**src/rtl/alu_share_arbiter.sv**
```systemverilog
// Round-robin share of one combinational ALU between N_REQ requesters; optional ALU_ARB_ILLEGAL_OP_EN adds rsp_err.
// Latency: 1 cycle from accept to rsp_valid; one ALU op per cycle.
// Backpressure: a requester whose response slot is full and not being drained is skipped, others proceed.
module alu_share_arbiter #(
  parameter int N_REQ = 2,
  parameter int IDXW  = $clog2(N_REQ)
) (
  input  logic                clk,
  input  logic                rst,
  input  logic [N_REQ-1:0]    req_valid,
  output logic [N_REQ-1:0]    req_ready,
  input  logic [N_REQ*32-1:0] req_x,
  input  logic [N_REQ*32-1:0] req_y,
  input  logic [N_REQ*4-1:0]  req_op,
  output logic [31:0]         alu_x,
  output logic [31:0]         alu_y,
  output logic [3:0]          alu_ctrl,
  input  logic [31:0]         alu_result,
  input  logic                alu_zero,
  output logic [N_REQ-1:0]    rsp_valid,
  input  logic [N_REQ-1:0]    rsp_ready,
  output logic [N_REQ*32-1:0] rsp_result,
  output logic [N_REQ-1:0]    rsp_zero,
`ifdef ALU_ARB_ILLEGAL_OP_EN
  output logic [N_REQ-1:0]    rsp_err,
`endif
  output logic [IDXW-1:0]     grant_idx
);

  localparam logic [3:0] OP_ADD = 4'b0000;

  logic [N_REQ-1:0]    rsp_valid_q, rsp_valid_d;
  logic [N_REQ*32-1:0] rsp_result_q, rsp_result_d;
  logic [N_REQ-1:0]    rsp_zero_q, rsp_zero_d;
  logic [N_REQ-1:0]    rsp_err_q, rsp_err_d;
  logic [IDXW-1:0]     ptr_q, ptr_d;
  logic [IDXW-1:0]     grant_q, grant_d;

  logic [N_REQ-1:0] elig;
  logic             gnt_vld;
  logic [IDXW-1:0]  gnt_idx;
  logic [IDXW-1:0]  cand;
  logic [31:0]      sel_x, sel_y;
  logic [3:0]       sel_op;
  logic             op_ok;
  logic [31:0]      cap_result;
  logic             cap_zero;

`ifdef ALU_ARB_ILLEGAL_OP_EN
  function automatic logic op_legal(input logic [3:0] op);
    case (op)
      4'b0000, 4'b1000, 4'b0001, 4'b0010, 4'b0011,
      4'b0100, 4'b0101, 4'b1101, 4'b0110, 4'b0111: return 1'b1;
      default: return 1'b0;
    endcase
  endfunction
  assign op_ok   = op_legal(sel_op);
  assign rsp_err = rsp_err_q;
`else
  assign op_ok   = 1'b1;
`endif

  // Search starts one past the last winner so a waiting requester is served within N_REQ-1 grants.
  always_comb begin
    elig    = req_valid & (~rsp_valid_q | rsp_ready);
    gnt_vld = 1'b0;
    gnt_idx = '0;
    cand    = '0;
    for (int k = 1; k <= N_REQ; k++) begin
      cand = IDXW'((int'(ptr_q) + k) % N_REQ);
      if (!gnt_vld && elig[cand]) begin
        gnt_vld = 1'b1;
        gnt_idx = cand;
      end
    end
  end

  always_comb begin
    req_ready = '0;
    sel_x     = '0;
    sel_y     = '0;
    sel_op    = OP_ADD;
    for (int i = 0; i < N_REQ; i++) begin
      if (gnt_vld && gnt_idx == IDXW'(i)) begin
        req_ready[i] = 1'b1;
        sel_x        = req_x[32*i +: 32];
        sel_y        = req_y[32*i +: 32];
        sel_op       = req_op[4*i +: 4];
      end
    end
  end

  // Illegal ops never reach the ALU; the slot gets a fixed zero result instead.
  always_comb begin
    alu_x      = '0;
    alu_y      = '0;
    alu_ctrl   = OP_ADD;
    cap_result = '0;
    cap_zero   = 1'b1;
    if (gnt_vld && op_ok) begin
      alu_x      = sel_x;
      alu_y      = sel_y;
      alu_ctrl   = sel_op;
      cap_result = alu_result;
      cap_zero   = alu_zero;
    end
  end

  always_comb begin
    rsp_valid_d  = rsp_valid_q & ~rsp_ready;
    rsp_result_d = rsp_result_q;
    rsp_zero_d   = rsp_zero_q;
    rsp_err_d    = rsp_err_q;
    ptr_d        = ptr_q;
    grant_d      = grant_q;
    for (int i = 0; i < N_REQ; i++) begin
      if (gnt_vld && gnt_idx == IDXW'(i)) begin
        rsp_valid_d[i]          = 1'b1;
        rsp_result_d[32*i +: 32] = cap_result;
        rsp_zero_d[i]           = cap_zero;
        rsp_err_d[i]            = ~op_ok;
      end
    end
    if (gnt_vld) begin
      ptr_d   = gnt_idx;
      grant_d = gnt_idx;
    end
  end

  always_ff @(posedge clk or posedge rst) begin
    if (rst) begin
      rsp_valid_q  <= '0;
      rsp_result_q <= '0;
      rsp_zero_q   <= '0;
      rsp_err_q    <= '0;
      ptr_q        <= IDXW'(N_REQ - 1);
      grant_q      <= '0;
    end else begin
      rsp_valid_q  <= rsp_valid_d;
      rsp_result_q <= rsp_result_d;
      rsp_zero_q   <= rsp_zero_d;
      rsp_err_q    <= rsp_err_d;
      ptr_q        <= ptr_d;
      grant_q      <= grant_d;
    end
  end

  assign rsp_valid  = rsp_valid_q;
  assign rsp_result = rsp_result_q;
  assign rsp_zero   = rsp_zero_q;
  assign grant_idx  = grant_q;

endmodule

```
**config.mk**
```make
export PLATFORM = sky130hd
export DESIGN_NAME = alu_share_arbiter
export DESIGN_NICKNAME = d
export VERILOG_FILES = /design/src/rtl/alu_share_arbiter.sv
export SDC_FILE = /design/constraint.sdc
export NUM_CORES = 1
export LEC_CHECK = 0
export CAP_MARGIN = 5
export CORE_AREA = 4 4 121 123
export DETAILED_ROUTE_END_ITERATION = 10
export DIE_AREA = 0 0 125 127
export PLACE_DENSITY_LB_ADDON = 0.3
export SETUP_SLACK_MARGIN = 0.05
export SLEW_MARGIN = 40
export SYNTH_ARGS = -nofsm -noshare
export SYNTH_HDL_FRONTEND = slang
export SYNTH_SLANG_ARGS = --single-unit
```
**constraint.sdc**
```tcl
create_clock -name clk -period 2.5 [get_ports clk]
set_input_delay 0.625 -clock clk [delete_from_list [all_inputs] [get_ports clk]]
set_output_delay 0.625 -clock clk [all_outputs]
set_load 0.01 [all_outputs]
```
### Yosys cells after proc, flatten, opt, wreduce, memory -nomap -nowiden

Cells that the tools add are included.

* input bits: 175
* output and inout port bits: 139
* bits in registers: 70
* logic and storage cells: 44

* order comparisons: 2
* add/sub/neg operators: 2
* bitwise gates (word level): 6
* mux-type cells: 23
* reduce and logical (&&, ||, !) cells: 4

Operators with widths (count)
* 32-bit two-way mux: 7
* 1-bit two-way mux: 13
* 4-bit two-way mux: 3
* 2-bit bitwise AND: 2
* 1-bit by 2-bit < comparator with 1-bit output (second input constant): 2
* 2-bit inverter: 2
* 1-bit logical AND: 3
* 1-bit adder (second input constant): 2
* 2-bit OR: 1
* 1-bit zero test: 1
* 1-bit inverter: 1

### Depth between registers and ports, before layout

* word-level depth: 14
* depth in mapped cells: 5

### Worst setup path after synthesis

No wires, ideal clock.

* kind: in2out
* start: in rsp_ready[0]
* end: out alu_ctrl[0]
* cell stages on the path: 5
* required time: 1.875 ns
* path buffers: 2
* setup slack: 0.227 ns
* data arrival time: 1.648 ns
* cell sequence: nand2b_4 -> a311oi_2 -> buf_6 -> buf_4 -> a22o_1

* word-level cells in the longest chain between the ends: 13
* elaborated cells between the ends (all ways): 18
* classes of those cells: mux (11); bitwise (3); reduce/logical (4)

RTL lines
* start: declaration: RTL line 21 `input logic [N_REQ-1:0] rsp_ready,`
* 2-bit OR (*): RTL line 65 `elig = req_valid & (~rsp_valid_q | rsp_ready);`
* 2-bit bitwise AND (*): RTL line 65
* 1-bit two-way mux (implied by the code) (2 in series): RTL line 71 `if (!gnt_vld && elig[cand]) begin`
* 1-bit two-way mux: RTL line 71
* 1-bit zero test: RTL line 71
* 1-bit logical AND: RTL line 71
* 1-bit two-way mux: RTL line 71
* 1-bit inverter: RTL line 84 `if (gnt_vld && gnt_idx == IDXW'(i)) begin`
* 1-bit logical AND: RTL line 84
* 4-bit two-way mux (2 in series): RTL line 84
* 4-bit two-way mux (*): RTL line 100 `if (gnt_vld && op_ok) begin`
* end: declaration: RTL line 17 `output logic [3:0] alu_ctrl,`

Mark *: on every way between the ends. The rest lies on a longest branch, timed or not. The select of a mux whose other input is x is not followed.

### Final worst setup path

* start: reg rsp_valid_q[1] (netlist: rsp_valid[1])
* end: out alu_y[26]

* word-level cells in the longest chain between the ends: 14
* elaborated cells between the ends (all ways): 19
* classes of those cells: mux (11); bitwise (4); reduce/logical (4)

RTL lines
* start: declaration: RTL line 32 `logic [N_REQ-1:0] rsp_valid_q, rsp_valid_d;`
* start signal: assignment: RTL line 139 `rsp_valid_q <= rsp_valid_d;`
* 2-bit inverter (*): RTL line 65
* 2-bit OR (*): RTL line 65
* 2-bit bitwise AND (*): RTL line 65
* 1-bit two-way mux (implied by the code) (2 in series): RTL line 71
* 1-bit two-way mux: RTL line 71
* 1-bit zero test: RTL line 71
* 1-bit logical AND: RTL line 71
* 1-bit two-way mux: RTL line 71
* 1-bit inverter: RTL line 84
* 1-bit logical AND: RTL line 84
* 32-bit two-way mux (2 in series): RTL line 84
* 32-bit two-way mux (*): RTL line 100
* end: declaration: RTL line 16 `output logic [31:0] alu_y,`

Marked as above.

==> report_table.html <==
<table>
<tr><th>Metric</th><th>Value</th></tr>
<tr><th colspan="2">Drt</th></tr>
<tr><td>Met3 WL post-DR</td><td>between 1500 and 2000 microns</td></tr>
<tr><td>DRC violation total after the first TritonRoute iteration</td><td>128</td></tr>
<tr><td>M1 WL</td><td>6269 microns</td></tr>
<tr><td>Post-detailed-route DRC marker count</td><td>0</td></tr>
<tr><td>First-pass detailed-route iteration total</td><td>4</td></tr>
<tr><td>DRT antenna net count</td><td>0</td></tr>
<tr><td>Routed wire length per instance</td><td>21.08 microns</td></tr>
<tr><td>Total wire length</td><td>around 16000 microns</td></tr>
<tr><td>WL met2</td><td>8002 microns</td></tr>
<tr><td>Ratio of routed vias to standard cells</td><td>about 4.6</td></tr>
<tr><td>Uppermost routed layer</td><td>met5</td></tr>
<tr><td>Vias post-DR</td><td>3570</td></tr>
<tr><th colspan="2">Finish</th></tr>
<tr><td>P&amp;R area growth vs syn</td><td>120.0%</td></tr>
<tr><td>Antenna diode count</td><td>0</td></tr>
<tr><td>Share of final-layout standard cells stronger than drive strength 1</td><td>33.84%</td></tr>
<tr><td>Number of fill cells in the layout</td><td>around 1200</td></tr>
<tr><td>Combined area of the multi-input logic cells</td><td>approximately 0.0015 sq mm</td></tr>
<tr><td>Count of nets after finishing</td><td>761</td></tr>
<tr><td>FF+latch area</td><td>0.001753 sq mm</td></tr>
<tr><th colspan="2">Logic synthesis</th></tr>
<tr><td>Number of enable-type register cells in the synthesized netlist</td><td>0</td></tr>
<tr><td>Number of instances in the synthesized netlist</td><td>239</td></tr>
<tr><td>Post-synthesis adder-cell area fraction</td><td>0%</td></tr>
<tr><td>Most common cell in the synthesized netlist</td><td>sky130_fd_sc_hd__dfrtp_1</td></tr>
<tr><td>Top post-synthesis cells by count</td><td>69 x sky130_fd_sc_hd__dfrtp_1, 68 x sky130_fd_sc_hd__a22o_1, 63 x sky130_fd_sc_hd__mux2_2</td></tr>
<tr><td>Register bit total from synthesis</td><td>70</td></tr>
<tr><td>Register area share after synthesis</td><td>52.69%</td></tr>
<tr><td>Area fraction in and, or, nand and nor cells after synthesis</td><td>1.015%</td></tr>
<tr><td>Xor and xnor fraction of the mapped netlist area</td><td>0%</td></tr>
<tr><td>Warning count from the yosys run</td><td>0</td></tr>
<tr><td>Leading register cell type out of synthesis</td><td>sky130_fd_sc_hd__dfrtp_1</td></tr>
<tr><td>Cell taking the most area after synthesis</td><td>sky130_fd_sc_hd__dfrtp_1</td></tr>
<tr><td>Multiplexer area fraction after synthesis</td><td>22.68%</td></tr>
<tr><td>Synth top area cells</td><td>sky130_fd_sc_hd__dfrtp_1 52%, sky130_fd_sc_hd__mux2_2 21%, sky130_fd_sc_hd__a22o_1 18%</td></tr>
<tr><td>Fraction of synthesis flops using an asynchronous set or reset pin</td><td>100.0%</td></tr>
<tr><td>Fraction of the mapped netlist area in compound gates</td><td>a little under a fifth</td></tr>
<tr><td>Number of distinct library cell variants in the gate-level netlist after synthesis</td><td>17</td></tr>
<tr><td>Per-instance average area after synthesis</td><td>13.92 sq um</td></tr>
<tr><td>Dominant combinational cell family by area after synthesis</td><td>multiplexers</td></tr>
<tr><td>Top-area cell type share of the netlist area</td><td>about half</td></tr>
<tr><td>Syn nets</td><td>414</td></tr>
<tr><td>Synthesized cell area</td><td>0.003327 sq mm</td></tr>
<tr><th colspan="2">Placed design</th></tr>
<tr><td>I/O Buffers</td><td>about 310</td></tr>
<tr><td>Final weighted congestion in routability-driven placement</td><td>a little over 0.9</td></tr>
<tr><td>Worst slack at placement</td><td>-0.7691 ns</td></tr>
<tr><td>Detail Placement HPWL</td><td>11630 microns</td></tr>
<tr><th colspan="2">Worst setup path</th></tr>
<tr><td>Critical path data arrival time</td><td>1.97 ns</td></tr>
<tr><td>Cell seen most often among critical-path stages</td><td>sky130_fd_sc_hd__buf_12</td></tr>
<tr><td>CP endpoint kind</td><td>primary output</td></tr>
<tr><td>Worst r2r src</td><td>rsp_valid[0]</td></tr>
<tr><td>Biggest cell delay along the critical path</td><td>~0.38 ns</td></tr>
<tr><td>Maximum fanout encountered on the critical timing path</td><td>6</td></tr>
<tr><td>Register-to-Register Setup Slack</td><td>0.20 ns</td></tr>
<tr><td>Cells traversed along the worst timing path</td><td>nor2b_4 -&gt; o311a_4 -&gt; buf_12 -&gt; buf_12 -&gt; buf_16 -&gt; a22o_1 -&gt; buf_2</td></tr>
<tr><td>Req. time, crit path</td><td>1.88 ns</td></tr>
<tr><td>Type of the setup path with the least slack</td><td>reg2out</td></tr>
<tr><td>Length in cells of the worst reg-to-reg path</td><td>10</td></tr>
<tr><td>Critical Path Slowest Stage Cell</td><td>sky130_fd_sc_hd__dfrtp_1</td></tr>
<tr><td>FF-to-FF End</td><td>rsp_result[25]</td></tr>
<tr><td>Startpoint types</td><td>flip-flop</td></tr>
<tr><th colspan="2">Timing</th></tr>
<tr><td>TNS Setup</td><td>-2.689 ns</td></tr>
<tr><td>Worst-case setup margin in the final layout</td><td>-0.09996 ns</td></tr>
<tr><td>Post-route minimum period</td><td>2.600 ns</td></tr>
<tr><td>RSZ-0062 raised after global routing</td><td>yes</td></tr>
<tr><td>Max-slew violations</td><td>0</td></tr>
<tr><td>Final setup skew</td><td>approximately 0.0032 ns</td></tr>
<tr><td>Share of the clock period used by the worst path after layout</td><td>104.0%</td></tr>
<tr><td>F_max</td><td>384.6 MHz</td></tr>
<tr><td>Transition at the pin with the smallest max-transition slack</td><td>~0.46 ns</td></tr>
<tr><td>Final Hold Violating Endpoints</td><td>0</td></tr>
<tr><td>Final-report setup violation count</td><td>44</td></tr>
<tr><td>Slew headroom</td><td>roughly 70%</td></tr>
<tr><th colspan="2">Run status</th></tr>
<tr><td>Result of the run</td><td>finished, violations left</td></tr>
<tr><td>Failing checks</td><td>negative setup slack</td></tr>
<tr><th colspan="2">Die</th></tr>
<tr><td>Standard cell core area</td><td>0.01367 sq mm</td></tr>
<tr><td>Row Count</td><td>43</td></tr>
<tr><td>Number of top-level design ports</td><td>314</td></tr>
<tr><td>Die W</td><td>125 microns</td></tr>
<tr><td>Die Outline Area</td><td>0.01588 sq mm</td></tr>
<tr><td>Die Ht</td><td>127 microns</td></tr>
<tr><td>Initial cell density of the core</td><td>between 20 and 25%</td></tr>
<tr><th colspan="2">Job</th></tr>
<tr><td>Number of max-cap violations</td><td>0</td></tr>
<tr><th colspan="2">Power</th></tr>
<tr><td>PD cells</td><td>687.1 mW/mm^2</td></tr>
<tr><td>Fraction of power consumed by the clock network</td><td>about a quarter</td></tr>
<tr><td>Internal power contribution</td><td>between 0.003 and 0.004 W</td></tr>
<tr><td>Net switching fraction of the power</td><td>27.83%</td></tr>
<tr><td>Portion of total power attributed to sequential cells</td><td>30.6%</td></tr>
<tr><td>Worst-case vdd ir drop</td><td>0.0004647 V</td></tr>
<tr><td>Fraction of power consumed by combinational cells</td><td>between 40% and 50%</td></tr>
<tr><td>Switching component of the power</td><td>0.001399 W</td></tr>
<tr><td>Leakage power figure</td><td>between 3 and 4 nW</td></tr>
<tr><th colspan="2">Global routing</th></tr>
<tr><td>Pin count of the biggest net entering global routing</td><td>38</td></tr>
<tr><td>Tot GR Track Use</td><td>19.31%</td></tr>
<tr><td>Overflow left after global routing</td><td>0</td></tr>
<tr><td>First-pass GRT wire length</td><td>around 24000 microns</td></tr>
<tr><td>Initial antenna violation count</td><td>1</td></tr>
<tr><td>Vias in the first global route</td><td>around 3800</td></tr>
<tr><th colspan="2">CTS</th></tr>
<tr><td>Clock tree sinks</td><td>70</td></tr>
<tr><td>Clock-pin slew on the worst setup and hold paths</td><td>0.05 ns</td></tr>
<tr><td>Master cell of the clock root buffer</td><td>sky130_fd_sc_hd__clkbuf_16</td></tr>
<tr><td>Source-to-sink clock delay at the later pin of the worst-skew pair</td><td>0.32 ns</td></tr>
<tr><td>Largest buffer count on any clock path</td><td>2</td></tr>
<tr><td>CTS tree</td><td>yes</td></tr>
<tr><td>Number of buffers inserted during clock tree synthesis</td><td>9</td></tr>
<tr><td>Number of H-tree levels</td><td>3</td></tr>
<tr><td>Quantity of hold-fixing buffers added after cts</td><td>0</td></tr>
<tr><th colspan="2">Worst hold path</th></tr>
<tr><td>Cell count of the worst hold path</td><td>1</td></tr>
<tr><td>End point of the most critical hold path</td><td>rsp_result[61]</td></tr>
<tr><td>Startpoint of the lowest-slack hold path</td><td>rsp_result[61]</td></tr>
<tr><td>Hold crit path type</td><td>reg2reg</td></tr>
</table>
[worst max path at each step]
| stage | start | slack [ns] | end | depth (start not counted) |
|---|---|---|---|---|
| after floorplan | rst | 0.11 | grant_idx | 1 |
| after global placement | rsp_ready[0] | -0.76 | alu_y[2] | 6 |
| after detailed placement | rsp_ready[0] | -0.77 | alu_x[6] | 6 |
| after CTS | rsp_valid[1] | -0.16 | alu_y[26] | 7 |
| after global routing | rsp_valid[1] | -0.17 | alu_y[0] | 7 |
| final | rsp_valid[1] | -0.1 | alu_y[26] | 7 |
[repair_timing]
| action | in CTS | in global routing |
|---|---|---|
| pin swaps | 41 | 7 |
| cloned | 12 | 2 |
| setup buffers | 16 | 4 |
| endpoints found under the setup margin | 100 | 94 |
| resized for setup | 311 | 12 |
[stage by stage]
| step | util, % | total power, W | instance area [sq um] | std cells | hold WS (ns) |
|---|---|---|---|---|---|
| 3_5_place_dp | 49.06 | 0.003592 | 6704 | 723 | 0.4748 |
| 5_1_grt | 53.56 | 0.005305 | 7320 | 771 | 0.5102 |
| 3_3_place_gp | 49.06 | 0.003566 | 6704 | 723 | 0.4668 |
| 6_report | 53.56 | 0.005029 | 7320 | 771 | 0.4871 |
| 4_1_cts | 52.98 | 0.005061 | 7239 | 766 | 0.4883 |
| 2_1_floorplan | - | 0.002318 | 3327 | 239 | 0.5184 |
[sequential cells by signal, summed over array words and instances, names as in the netlist]
register    cells
grant_idx       1
rsp_valid       2
rsp_zero        2
rsp_result     64
ptr_q           1
[power by group through the flow]
stage / Sequential, W / Combinational (W) / Clock [W]
finish: 0.00154 / 0.00220 / 0.00129
global route: 0.00157 / 0.00233 / 0.00140
global placement: 0.00154 / 0.00203 / 0
CTS: 0.00154 / 0.00218 / 0.00134
detailed placement: 0.00155 / 0.00204 / 0
floorplan: 0.00167 / 0.000646 / 0
[worst max-delay path: cells and delay by family, from the launching register on]
kind,cells,cell delay [ns]
buffers and inverters,4,0.57
AOI/OAI and AO/OA,2,0.57
DFF,1,0.38
and+or+nand+nor,1,0.13
[cell usage in the layout (no fill, tap or decap)]
master and instances:
sky130_fd_sc_hd__clkdlybuf4s50_1 239, sky130_fd_sc_hd__dfrtp_1 69, sky130_fd_sc_hd__a22o_1 68, sky130_fd_sc_hd__mux2_2 63
sky130_fd_sc_hd__buf_2 61, sky130_fd_sc_hd__buf_6 16, sky130_fd_sc_hd__buf_4 16, sky130_fd_sc_hd__clkbuf_16 11
sky130_fd_sc_hd__buf_16 10, sky130_fd_sc_hd__buf_12 9, sky130_fd_sc_hd__mux2_1 4, sky130_fd_sc_hd__clkbuf_1 3
sky130_fd_sc_hd__clkbuf_8 3, sky130_fd_sc_hd__inv_2 2, sky130_fd_sc_hd__a21o_1 2, sky130_fd_sc_hd__dlygate4sd2_1 2
sky130_fd_sc_hd__nor2b_4 1, sky130_fd_sc_hd__nand2b_4 1, sky130_fd_sc_hd__o311a_4 1, sky130_fd_sc_hd__a311oi_4 1
sky130_fd_sc_hd__or2_2 1, sky130_fd_sc_hd__inv_1 1, sky130_fd_sc_hd__nand2_1 1, sky130_fd_sc_hd__nor2_1 1
sky130_fd_sc_hd__bufinv_16 1, sky130_fd_sc_hd__bufbuf_16 1, sky130_fd_sc_hd__clkbuf_2 1, sky130_fd_sc_hd__clkdlybuf4s15_1 1
sky130_fd_sc_hd__dfstp_2 1
[cells by family (layout without fill, tap and decap cells)]
family / Yosys count / count (layout)
buffers and inverters: 25 / 377
multiplexers: 67 / 67
AND/OR/NAND/NOR: 5 / 5
AO/OA/AOI/OAI: 72 / 72
flip-flops: 70 / 70
[metal layers]
metal / GRT usage, % / up-vias
li1: - / 1625
met1: 22.72 / 1735
met2: 32.20 / 181
met3: 8.612 / 27
met4: 5.293 / 2
met5: 0 / -
[final cells by class]
cell class              instances  area share (%)
flip-flops and latches         70           23.95
multi-input cells             144           19.86
clock inverters                 1          0.4103
well taps                     180           3.077
inverters                       3          0.1538
repair buffers                358           48.75
clock buffers                  15           3.795
No activity file was read; power rests on OpenSTA's default activity.
==> patch (same settings) <==
Add a define of `ALU_ARB_ILLEGAL_OP_EN`.
--- a/src/rtl/alu_share_arbiter.sv
+++ b/src/rtl/alu_share_arbiter.sv
@@ -2,4 +2,6 @@
 // Latency: 1 cycle from accept to rsp_valid; one ALU op per cycle.
 // Backpressure: a requester whose response slot is full and not being drained is skipped, others proceed.
+`define ALU_ARB_ILLEGAL_OP_EN
+
 module alu_share_arbiter #(
   parameter int N_REQ = 2,
Behaviour (old outputs only; new: rsp_err): not the same (a bounded check fails within 4 cycles, from zero or initial values and one cycle with rst high).
==> patch against the unedited design <==
  * Sequential share of layout area fell by 2.5 points
  * Power rose by 29%
  * The run still ends with negative setup slack left
  * Highest routed layer is now met4
  * Hold slack got worse by 0.0065 ns
  * Cell area up 15%
  * Area after synthesis grew 12%
  * Sequential cell count is 2 higher
  * Final cell count is 22% higher
  * Setup slack got worse by 0.54 ns
  * Fmax shrank 17%
  * Utilization rose by 7.8 points
  * Count of clock-buffer cells in the layout decreased by 6
  * Routed wire length is 29% higher
==> patch: results (changes against the unedited design) <==
Detailed routing
The number of vias per cell is 5.10 (+10%). The total length of routed wires is 21000 um (+29%). The number of DRC markers in iteration 0 is 221 (+73%).

Pwr
The leakage power is 0.00377 uW (+18%). The largest vdd supply drop is 0.517 mV (+11%). The register share of total power is 26.9% (-3.7 points). The power in the clock group came to 1370 uW (+6%). The switching power was 2150 uW (+53%).

Critical path
The startpoint of the worst setup timing path is ptr_q. The data arrival time of the critical path is 2.51 ns (+0.54 ns). The startpoint of the worst register-to-register path is ptr_q. The capture point of the critical path is alu_y[3].

The endpoint of the worst register-to-register path is ptr_q.

Cells and area
The relative area of non-clock buffer cells in the final design is 46.6% (-2.1 points). The filler cell count is 1116 (-8.6%). The fraction of final layout cells with drive strength greater than 1 is 35.2% (+1.3 points).

The sequential share of cell area is 21.5% (-2.5 points). The layout sequential cell count is 72 (+2.9%). The clock buffer count in the final layout came to 9 (-6). The area used by multi-input combinational logic is 2100 um2 (+45%).

GRT
The global-route wire length before repair is 30800 um (+31%). The via count of the first global-routing pass is 5031 (+32%). The total global-route track usage came to 25.2% (+5.9 points).

Logic synthesis
In the synthesized netlist, the cells that appear most often are 134 x sky130_fd_sc_hd__nor2_1, 71 x sky130_fd_sc_hd__dfrtp_1, 64 x sky130_fd_sc_hd__a32o_1, 64 x sky130_fd_sc_hd__nor3_1, 21 x sky130_fd_sc_hd__clkbuf_1. In the post-synthesis netlist, the biggest area contributors are sky130_fd_sc_hd__dfrtp_1 48%, sky130_fd_sc_hd__a32o_1 17%, sky130_fd_sc_hd__nor2_1 14%. The mean instance size in the synthesized netlist was 9.07 um2 (-35%). The count of cell types in the netlist is 25 (+8).

The xor and xnor fraction of the mapped netlist area is 0.438% (+0.44 points).

STA
The count of final setup violators is 69 (+57%). The worst-case headroom to the max-slew limit is 64.8% (-4.3 points). The clock skew is 0.00450 ns (+0.00131 ns). The minimum setup slack in the final design is -0.635 ns (-0.535 ns).

The sum of negative setup slack is -39.21 ns (-36.52 ns). The worst hold margin is 0.481 ns (-0.00654 ns).

Placed design
The detailed placer's ending HPWL is 15000 um (+29%). The count of buffers from port buffering came to 315 (+0.64%). The worst-case setup slack after placement is -1.40 ns (-0.633 ns). The placed instance area is 7330 um2 (+9.3%).

Status
The final reports fail on negative setup slack. The run finished, with violations left.
## patch: cell count changes after synthesis, moves of 4 or more
cell                       unedited run  this run
sky130_fd_sc_hd__a22o_1              68         0
sky130_fd_sc_hd__a32o_1               0        64
sky130_fd_sc_hd__buf_2               12        17
sky130_fd_sc_hd__buf_4                9         2
sky130_fd_sc_hd__clkbuf_1             0        21
sky130_fd_sc_hd__mux2_1               4         0
sky130_fd_sc_hd__mux2_2              63         0
sky130_fd_sc_hd__nand2_1              1         7
sky130_fd_sc_hd__nor2_1               1       134
sky130_fd_sc_hd__nor3_1               0        64
## patch: layer usage
metal | wire length (um) | global-route usage, % | part of all wire (%) | vias up
met4 | 939 | 11.6 | 4.5 | 0
met2 | 11100 | 45.8 | 53 | 220
met1 | 7540 | 27.4 | 36 | 2329
met5 | 0 | 0 | 0 | -
met3 | 1450 | 6.81 | 6.9 | 54
li1 | - | - | - | 2178
